### src/rtl/pipe_stage_reg.sv
// Valid/ready pipeline register with a 2-entry skid buffer, flush-to-bubble and gated control output.
// Optional saturating statistics counters are built only when PIPE_STAGE_STATS_EN is defined.
module pipe_stage_reg #(
  parameter int DATA_W     = 128,
  parameter int CTRL_W     = 16,
  parameter bit CLEAR_DATA = 1'b0,
  parameter int CNT_W      = 16
) (
  input  logic              clk,
  input  logic              reset,
  input  logic              flush,
  input  logic              in_valid,
  output logic              in_ready,
  input  logic [CTRL_W-1:0] in_ctrl,
  input  logic [DATA_W-1:0] in_data,
  output logic              out_valid,
  input  logic              out_ready,
  output logic [CTRL_W-1:0] out_ctrl,
  output logic [DATA_W-1:0] out_data,
  output logic [1:0]        occupancy,
  output logic [CNT_W-1:0]  stall_cycles,
  output logic [CNT_W-1:0]  bubble_cycles,
  output logic [CNT_W-1:0]  flush_count
);

  typedef enum logic [1:0] {
    EMPTY = 2'd0,
    ONE   = 2'd1,
    TWO   = 2'd2
  } stateT;

  stateT             state, nextState;
  logic              inReadyQ;
  logic [CTRL_W-1:0] mainCtrl, skidCtrl;
  logic [DATA_W-1:0] mainData, skidData;
  logic              accept, send;
  logic              loadMainFromIn, loadMainFromSkid, loadSkid;

  assign accept    = in_valid & inReadyQ;
  assign send      = out_valid & out_ready;
  assign out_valid = (state != EMPTY);
  assign in_ready  = inReadyQ;
  assign occupancy = state;
  assign out_ctrl  = out_valid ? mainCtrl : '0;
  assign out_data  = mainData;

  always_comb begin
    // NOTE: every signal driven here gets a default first, so no path can infer a latch.
    nextState        = state;
    loadMainFromIn   = 1'b0;
    loadMainFromSkid = 1'b0;
    loadSkid         = 1'b0;
    unique case (state)
      EMPTY: begin
        if (accept) begin
          nextState      = ONE;
          loadMainFromIn = 1'b1;
        end
      end
      ONE: begin
        if (accept && !send) begin
          nextState = TWO;
          loadSkid  = 1'b1;
        end else if (accept && send) begin
          loadMainFromIn = 1'b1;
        end else if (send) begin
          nextState = EMPTY;
        end
      end
      TWO: begin
        if (send) begin
          nextState        = ONE;
          loadMainFromSkid = 1'b1;
        end
      end
      default: nextState = EMPTY;
    endcase
    if (flush) nextState = EMPTY;
  end

  // in_ready is registered from the next state, so it never depends combinationally on out_ready.
  always_ff @(posedge clk or posedge reset) begin
    // NOTE: the data registers are reset too, because out_data must read zero straight out of reset.
    if (reset) begin
      state    <= EMPTY;
      inReadyQ <= 1'b1;
      mainCtrl <= '0;
      skidCtrl <= '0;
      mainData <= '0;
      skidData <= '0;
    end else if (flush) begin
      // NOTE: sequential state uses non-blocking assignments so all registers update from pre-edge values.
      state    <= EMPTY;
      inReadyQ <= 1'b1;
      mainCtrl <= '0;
      skidCtrl <= '0;
      if (CLEAR_DATA) begin
        mainData <= '0;
        skidData <= '0;
      end
    end else begin
      state    <= nextState;
      inReadyQ <= (nextState != TWO);
      if (loadMainFromIn) begin
        mainCtrl <= in_ctrl;
        mainData <= in_data;
      end else if (loadMainFromSkid) begin
        mainCtrl <= skidCtrl;
        mainData <= skidData;
      end
      if (loadSkid) begin
        skidCtrl <= in_ctrl;
        skidData <= in_data;
      end
    end
  end

`ifdef PIPE_STAGE_STATS_EN
  logic [CNT_W-1:0] stallQ, bubbleQ, flushQ;

  // Counters saturate at all-ones and survive flush; only reset clears them.
  always_ff @(posedge clk or posedge reset) begin
    if (reset) begin
      stallQ  <= '0;
      bubbleQ <= '0;
      flushQ  <= '0;
    end else begin
      if (out_valid && !out_ready && (stallQ != '1)) stallQ <= stallQ + CNT_W'(1);
      if (!out_valid && (bubbleQ != '1))            bubbleQ <= bubbleQ + CNT_W'(1);
      if (flush && (flushQ != '1))                  flushQ <= flushQ + CNT_W'(1);
    end
  end

  assign stall_cycles  = stallQ;
  assign bubble_cycles = bubbleQ;
  assign flush_count   = flushQ;
`else
  assign stall_cycles  = '0;
  assign bubble_cycles = '0;
  assign flush_count   = '0;
`endif

endmodule
### config.mk
export PLATFORM = sky130hd
export DESIGN_NAME = pipe_stage_reg
export DESIGN_NICKNAME = d
export VERILOG_FILES = /design/src/rtl/pipe_stage_reg.sv
export SDC_FILE = /design/constraint.sdc
export NUM_CORES = 1
export LEC_CHECK = 0
export ABC_CLOCK_PERIOD_IN_PS = 12000
export BUFFER_PORTS_ARGS = -buffer_cell sky130_fd_sc_hd__buf_2
export CORE_MARGIN = 5
export CORE_UTILIZATION = 35
export DETAILED_ROUTE_END_ITERATION = 12
export MAX_ROUTING_LAYER = met4
export SLEW_MARGIN = 20
export SYNTH_ARGS = -nofsm -noshare
export SYNTH_HDL_FRONTEND = slang
export SYNTH_SLANG_ARGS = --single-unit
### constraint.sdc
create_clock -name clk -period 12 [get_ports clk]
set_input_delay 1.2 -clock clk [delete_from_list [all_inputs] [get_ports clk]]
set_output_delay 1.2 -clock clk [all_outputs]
set_load 0.05 [all_outputs]
==> flow_metrics.py, run 1 <==
metrics = {
    "run_status": {
        "run_status": "finished, final reports clean",
    },
    "routing": {
        "post_drt_via_cell_ratio": 4.713,
        "wl_mm": 29.31,
        "first_pass_iters": 4,
        "dr.first_iter.drc_count": 250,
        "wl_per_cell_um": 16.55,
        "drc": 0,
        "detail-route-antenna-nets": 0,
        "routed-via-count": 8347,
    },
    "synth": {
        "yosysUniqueCellTypes": 30,
        "synth_top_cell_by_area": "dfrtp_1",
        "ys_seq_area_frac": 0.5781,
        "netlist_area_um2": 12600,
        "synth-main-ff-cell": "dfrtp_1",
        "yosysWarnings": 0,
        "synth_top_area_share": 0.5760,
        "synth_seq_cells": 291,
        "synth_cells": 1005,
        "synth_enable_flop_cells": 0,
        "avgSynthCellArea_um2": 12.54,
        "synthArstFlopShare": 1.000,
        "synthTopCellsByArea": "dfrtp_1 58%, mux2i_1 12%, mux2_2 7.5%",
    },
    "pwr": {
        "switching_power_mw": 1.169,
        "pwr-share-comb": 0.284,
        "p_per_area_nw_per_um2": 217.3,
        "switching_share": 0.3500,
        "seqPwrFrac": 0.403,
        "power_leakage_nw": 7.313,
        "p_int_mw": 2.171,
        "p_clk_frac": 0.312,
        "vdd_drop_max_mv": 0.1203,
    },
    "timing": {
        "hold_viol_final": 0,
        "slew_viol_final": 0,
        "min_period_ns": 3.724,
        "timing.fmax_ghz": 0.2685,
        "worst_slack_ns": 8.276,
        "max-slew-margin-rel": 0.2896,
        "fin_crit_sh": 0.3103,
        "setup_violations": 0,
        "clock_skew_ns": 0.008600,
        "rsz0062_at_grt": "false",
        "worst_slew_pin_slew_ns": 1.066,
        "fin_setup_tns_ns": 0,
    },
    "clock_network": {
        "worstSkewPairLatency_ns": 0.50,
        "clk_path_buf_depth": 3,
        "clock-root-buffer": "clkbuf_16",
        "post_cts_buffers": 0,
        "cts_buffers": 34,
        "cts-resized-gates": 0,
        "clock_sinks": 291,
        "cts_hold_buf": 0,
        "clkTransAtPathRegs_ns": 0.05,
        "cts_tree": "done",
        "htreeDepth": 2,
    },
    "placed_design": {
        "port-buffer-count": 296,
        "placedCellCount": 1706,
        "routabilityCongestion": 0.7931,
        "place_ws_ns": 7.683,
        "place_hpwl_mm": 19.30,
    },
    "critical_path": {
        "reg2reg_to": "skidData[75]$_DFFE_PP0P_",
        "ff2ff_path_depth": 6,
        "cp-end-kind": "flip-flop",
        "crit_type": "in2reg",
        "cp-endpoint": "skidData[75]$_DFFE_PP0P_",
        "reg2reg_from": "in_ready$_DFF_PP1_",
        "arrival_ns": 4.10,
        "reg2reg_slack_ns": 8.59,
        "worstSetupStartpointType": "input port",
        "startpoint": "out_ready",
        "worst_ep_required_time_ns": 12.37,
        "path_max_fanout": 72,
    },
    "floorplan": {
        "start_util": 0.3542,
        "boundaryPins": 345,
        "dieHeight_um": 199.7,
        "die_area_um2": 39890,
        "row_count": 69,
        "fp.coreArea_um2": 35570,
        "die_w_um": 199.7,
    },
    "grt": {
        "grt_antenna_before_repair": 8,
        "overflow": 0,
        "grt_pass1_vias": 8449,
        "grt_pass1_wl_mm": 45.66,
        "grt_use_met1": 0.1975,
        "use_met2": 0.2179,
        "track_usage": 0.1454,
        "use_met3": 0.03810,
        "grt_start_max_net_pins": 177,
        "grt_busiest_layer": "met2",
    },
    "layout": {
        "seq_area_um2": 7283,
        "area_growth_syn_to_layout_pct": 21.96,
        "num-fill-cells": 3332,
        "final_nets": 1431,
        "drive_gt1_frac": 0.3441,
        "final_cells": 1771,
        "multi_input_area_um2": 4730,
    },
    "hold_path": {
        "min_path_type": "reg2reg",
    },
    "flow_run": {
        "maxCapViolCount": 0,
    },
}
[power groups by stage]
stage	Sequential, mW	Clock, mW	Combinational, mW
final	1.35	1.04	0.950
after global routing	1.38	1.12	1.02
after CTS	1.35	1.08	0.962
after detailed placement	1.36	0	0.961
after global placement	1.36	0	0.943
after floorplan	1.70	0	0.397
[cells in the mapped netlist, types with 2 or more instances]
library cell  count
a21oi_1         129
clkbuf_1          4
a22o_1           16
buf_2            45
buf_4            51
buf_6            13
nand2_1           3
nand3_1           2
mux2_1           44
mux2i_1         145
dfrtp_1         290
nor2_1          130
mux2_2           84
nor2b_1          16
inv_1             3
o2bb2ai_1        16
[how the worst min path moves through the flow]
stage                                          from                   endpoint  slack [ns]  cells past startpoint
final                     skidData[125]$_DFFE_PP0P_  skidData[125]$_DFFE_PP0P_        0.48                      1
after detailed placement   mainCtrl[14]$_DFFE_PP0P_   mainCtrl[14]$_DFFE_PP0P_        0.47                      1
after floorplan             mainCtrl[0]$_DFFE_PP0P_    mainCtrl[0]$_DFFE_PP0P_        0.45                      1
after global routing      skidData[122]$_DFFE_PP0P_  skidData[122]$_DFFE_PP0P_        0.50                      1
after CTS                 skidData[125]$_DFFE_PP0P_  skidData[125]$_DFFE_PP0P_        0.49                      1
after global placement    skidData[124]$_DFFE_PP0P_  skidData[124]$_DFFE_PP0P_        0.47                      1
[stage by stage]
stage          hold WS [ns]  power, mW  utilization  cell area, µm²
4_1_cts              0.4860      3.391       0.4307           15320
3_3_place_gp         0.4657      2.300       0.3985           14170
5_1_grt              0.5018      3.518       0.4320           15370
3_5_place_dp         0.4663      2.326       0.3986           14180
6_report             0.4802      3.339       0.4320           15370
2_1_floorplan        0.4486      2.095            -           12780
[area by class of cell]
class / instances / share of cell area
tap: 461 / 0.03754
clock inverter: 7 / 0.007166
inverter: 3 / 0.001221
multi-input combinational: 645 / 0.3078
timing repair buffer: 307 / 0.1039
antenna: 8 / 0.001303
sequential: 291 / 0.4740
clock buffer: 49 / 0.06710
[critical path, cell delays in order]
cell and delay, ns:
buf_2 0.13, nor2b_2 0.22, nand2_1 0.13, nor2_4 0.24, buf_4 0.74, buf_4 0.85
mux2_2 0.42
[layer usage]
layer	up-vias	routed length (µm)
met5	-	0
met4	0	671
met3	42	2143
met2	263	13440
met1	4059	13060
li1	3983	-
[cell families (layout without fill, tap and decap cells)]
logic type	count (synthesis)	in the layout	share of synthesized area
AND/OR/NAND/NOR	160	160	0.05452
AO/OA/AOI/OAI	164	164	0.07557
flip-flops	291	291	0.5781
multiplexers	273	273	0.2296
buffers and inverters	116	366	0.06197
other	1	56	0.0002976
[state kept, by name (all words and copies together) (netlist names)]
signal	flops
in_ready	1
mainCtrl	16
occupancy	2
out_data	128
skidCtrl	16
skidData	128
[layout by cell type (no fill, tap or decap), types with 2 or more instances in the layout]
cell type / instances
nor2_1: 129
mux2_1: 44
nand2_1: 3
bufinv_16: 3
clkbuf_1: 6
a21oi_1: 129
clkbuf_16: 37
mux2i_1: 145
buf_2: 296
o2bb2ai_1: 16
clkinv_2: 4
diode_2: 8
inv_1: 2
nand3_1: 2
nor2b_1: 16
a22o_1: 16
conb_1: 48
dfrtp_1: 290
mux2_2: 84
buf_4: 9
clkbuf_8: 6
(Power assumes the default switching activity.)
==> run 2, diff against run 1 <==
--- a/config.mk
+++ b/config.mk
@@ -5,7 +5,7 @@
 export SDC_FILE = /design/constraint.sdc
 export NUM_CORES = 1
 export LEC_CHECK = 0
-export ABC_CLOCK_PERIOD_IN_PS = 12000
+export ABC_CLOCK_PERIOD_IN_PS = 3250
 export BUFFER_PORTS_ARGS = -buffer_cell sky130_fd_sc_hd__buf_2
 export CORE_MARGIN = 5
 export CORE_UTILIZATION = 35
==> constraint.sdc (replaced) <==
create_clock -name clk -period 3.25 [get_ports clk]
set_input_delay 0.325 -clock clk [delete_from_list [all_inputs] [get_ports clk]]
set_output_delay 0.325 -clock clk [all_outputs]
set_load 0.05 [all_outputs]
==> run 2 against run 1 <==
Against the previous run:
- hold slack got worse by 0.46 ns
- critical path depth down 4
- final area grew 0.37%
- count of clock-buffer cells in the layout grew 1
- global-route usage up 0.25 points
- clock skew increased by 0.0068 ns
- final cell count is 0.45% higher
- register-to-register slack got worse by 7.5 ns
==> flow_metrics.py, run 2 (synthesized netlist as in run 1, its figures left out) <==
metrics = {
    "routing": {
        "wl_mm": 29.45,
        "detail-route-antenna-nets": 0,
        "wl_per_cell_um": 16.55,
        "dr.first_iter.drc_count": 281,
        "drc": 0,
        "first_pass_iters": 5,
        "routed-via-count": 8462,
        "post_drt_via_cell_ratio": 4.757,
    },
    "timing": {
        "slew_viol_final": 0,
        "timing.fmax_ghz": 0.4041,
        "max-slew-margin-rel": 0.3596,
        "fin_setup_tns_ns": 0,
        "worst_slew_pin_slew_ns": 0.9570,
        "rsz0062_at_grt": "false",
        "fin_crit_sh": 0.7615,
        "hold_viol_final": 0,
        "clock_skew_ns": 0.01540,
        "min_period_ns": 2.475,
        "setup_violations": 0,
    },
    "grt": {
        "track_usage": 0.1478,
        "grt_start_max_net_pins": 165,
        "overflow": 0,
        "grt_pass1_vias": 8509,
        "grt_pass1_wl_mm": 46.22,
        "grt_antenna_before_repair": 5,
    },
    "clock_network": {
        "cts_tree": "done",
        "clock-root-buffer": "clkbuf_16",
        "clk_path_buf_depth": 3,
        "clock_sinks": 291,
        "htreeDepth": 2,
        "cts_buffers": 34,
        "cts-resized-gates": 0,
        "cts_hold_buf": 0,
        "clkTransAtPathRegs_ns": 0.06,
        "post_cts_buffers": 0,
        "worstSkewPairLatency_ns": 0.51,
    },
    "pwr": {
        "seqPwrFrac": 0.409,
        "power_leakage_nw": 7.335,
        "p_per_area_nw_per_um2": 787.3,
        "p_clk_frac": 0.301,
        "power_mw": 12.14,
        "vdd_drop_max_mv": 0.4743,
        "p_int_mw": 7.803,
        "pwr-share-comb": 0.290,
        "switching_power_mw": 4.339,
        "switching_share": 0.3573,
    },
    "critical_path": {
        "crit_chain": "nor2_1 -> nor2b_1 -> buf_2",
        "ff2ff_path_depth": 5,
        "arrival_ns": 2.15,
        "reg2reg_from": "occupancy[1]$_DFF_PP0_",
        "reg2reg_to": "out_data[40]$_DFFE_PP0P_",
        "cp-end-kind": "output port",
        "worstSetupStartpointType": "flip-flop",
        "cp-endpoint": "out_ctrl[2]",
        "reg2reg_slack_ns": 1.05,
        "crit_type": "reg2out",
        "slowest_stage": "nor2_1",
        "critical-path-max-stage-delay_ns": 0.78,
        "startpoint": "occupancy[1]$_DFF_PP0_",
        "path_max_fanout": 17,
        "worst_ep_required_time_ns": 2.92,
    },
    "layout": {
        "final_area_um2": 15420,
        "final_cell_mix": "296 x buf_2, 290 x dfrtp_1, 145 x mux2i_1",
        "area_growth_syn_to_layout_pct": 22.40,
        "drive_gt1_frac": 0.3476,
        "final_nets": 1439,
        "final_common_cell": "buf_2",
    },
    "placed_design": {
        "routabilityCongestion": 0.7681,
        "port-buffer-count": 296,
        "place_hpwl_mm": 19.45,
        "place_area_um2": 14330,
    },
    "flow_run": {
        "maxCapViolCount": 0,
    },
    "floorplan": {
        "boundaryPins": 345,
        "die_area_um2": 39890,
        "die_w_um": 199.7,
        "row_count": 69,
        "start_util": 0.3542,
        "dieHeight_um": 199.7,
        "fp.coreArea_um2": 35570,
    },
    "run_status": {
        "run_status": "finished, final reports clean",
    },
    "hold_path": {
        "min_path_type": "in2async",
    },
}
[run 2: cell types whose count changed in the layout (fill, tap and decap cells not counted)]
cell	delta
buf_12	+7
bufinv_16	-3
buf_4	+2
clkinv_2	+2
clkinvlp_4	+2
diode_2	-2
buf_16	-1
clkbuf_1	+1
inv_6	+1
inv_8	-1
nor2_1	+1
nor2_2	-1
[run 2: layer usage]
metal  up-vias  global-route usage  routed length [µm]
met5         -                   -                   0
met4         0             0.04226                 624
met3        45             0.04028                2176
met2       245              0.2267               13840
met1      4173              0.1945               12800
li1       3999                   -                   -
[run 2: stage by stage]
step	hold WS (ns)	utilization	cells	setup WS, ns
after global placement	0.4659	0.4028	1715	1.212
after floorplan	0.4113	-	1052	-0.9354
final	0.01868	0.4336	1779	0.7751
after detailed placement	0.4670	0.4028	1715	1.149
after CTS	0.008138	0.4332	1773	0.7524
after global routing	0.02924	0.4335	1778	0.5422
[run 2: power groups by stage]
stage / Sequential [mW] / Clock, mW / Combinational (mW)
after floorplan: 6.27 / 0 / 1.47
after CTS: 4.97 / 3.81 / 3.57
final: 4.96 / 3.66 / 3.52
after global routing: 5.07 / 3.94 / 3.79
after global placement: 5.00 / 0 / 3.51
after detailed placement: 5.03 / 0 / 3.56
[run 2: critical path: cells and delay by family (launching register included)]
| kind | cells | cell delay, ns |
|---|---|---|
| AND/OR/NAND/NOR | 2 | 0.90 |
| flip-flops | 1 | 0.50 |
| buffers and inverters | 1 | 0.25 |
[run 2: area by class of cell]
cell class	instances	area [µm²]
Fill cell	3353	20150
Multi-Input combinational cell	645	4727
Inverter	3	15.01
Clock buffer	50	1035
Tap cell	461	576.8
Clock inverter	8	46.29
Sequential cell	291	7283
Antenna cell	6	15.01
Timing Repair Buffer	315	1724
[run 2: worst min path at each step]
stage                              startpoint  depth (start not counted)                         to  slack (ns)
floorplan                           out_ready                          1     occupancy[1]$_DFF_PP0_        0.41
global placement    skidData[109]$_DFFE_PP0P_                          1  skidData[109]$_DFFE_PP0P_        0.47
detailed placement   mainCtrl[15]$_DFFE_PP0P_                          1   mainCtrl[15]$_DFFE_PP0P_        0.47
CTS                              in_data[106]                          2  skidData[106]$_DFFE_PP0P_       0.008
global route                     in_data[109]                          2  skidData[109]$_DFFE_PP0P_        0.03
finish                                  reset                          2   skidData[33]$_DFFE_PP0P_        0.02
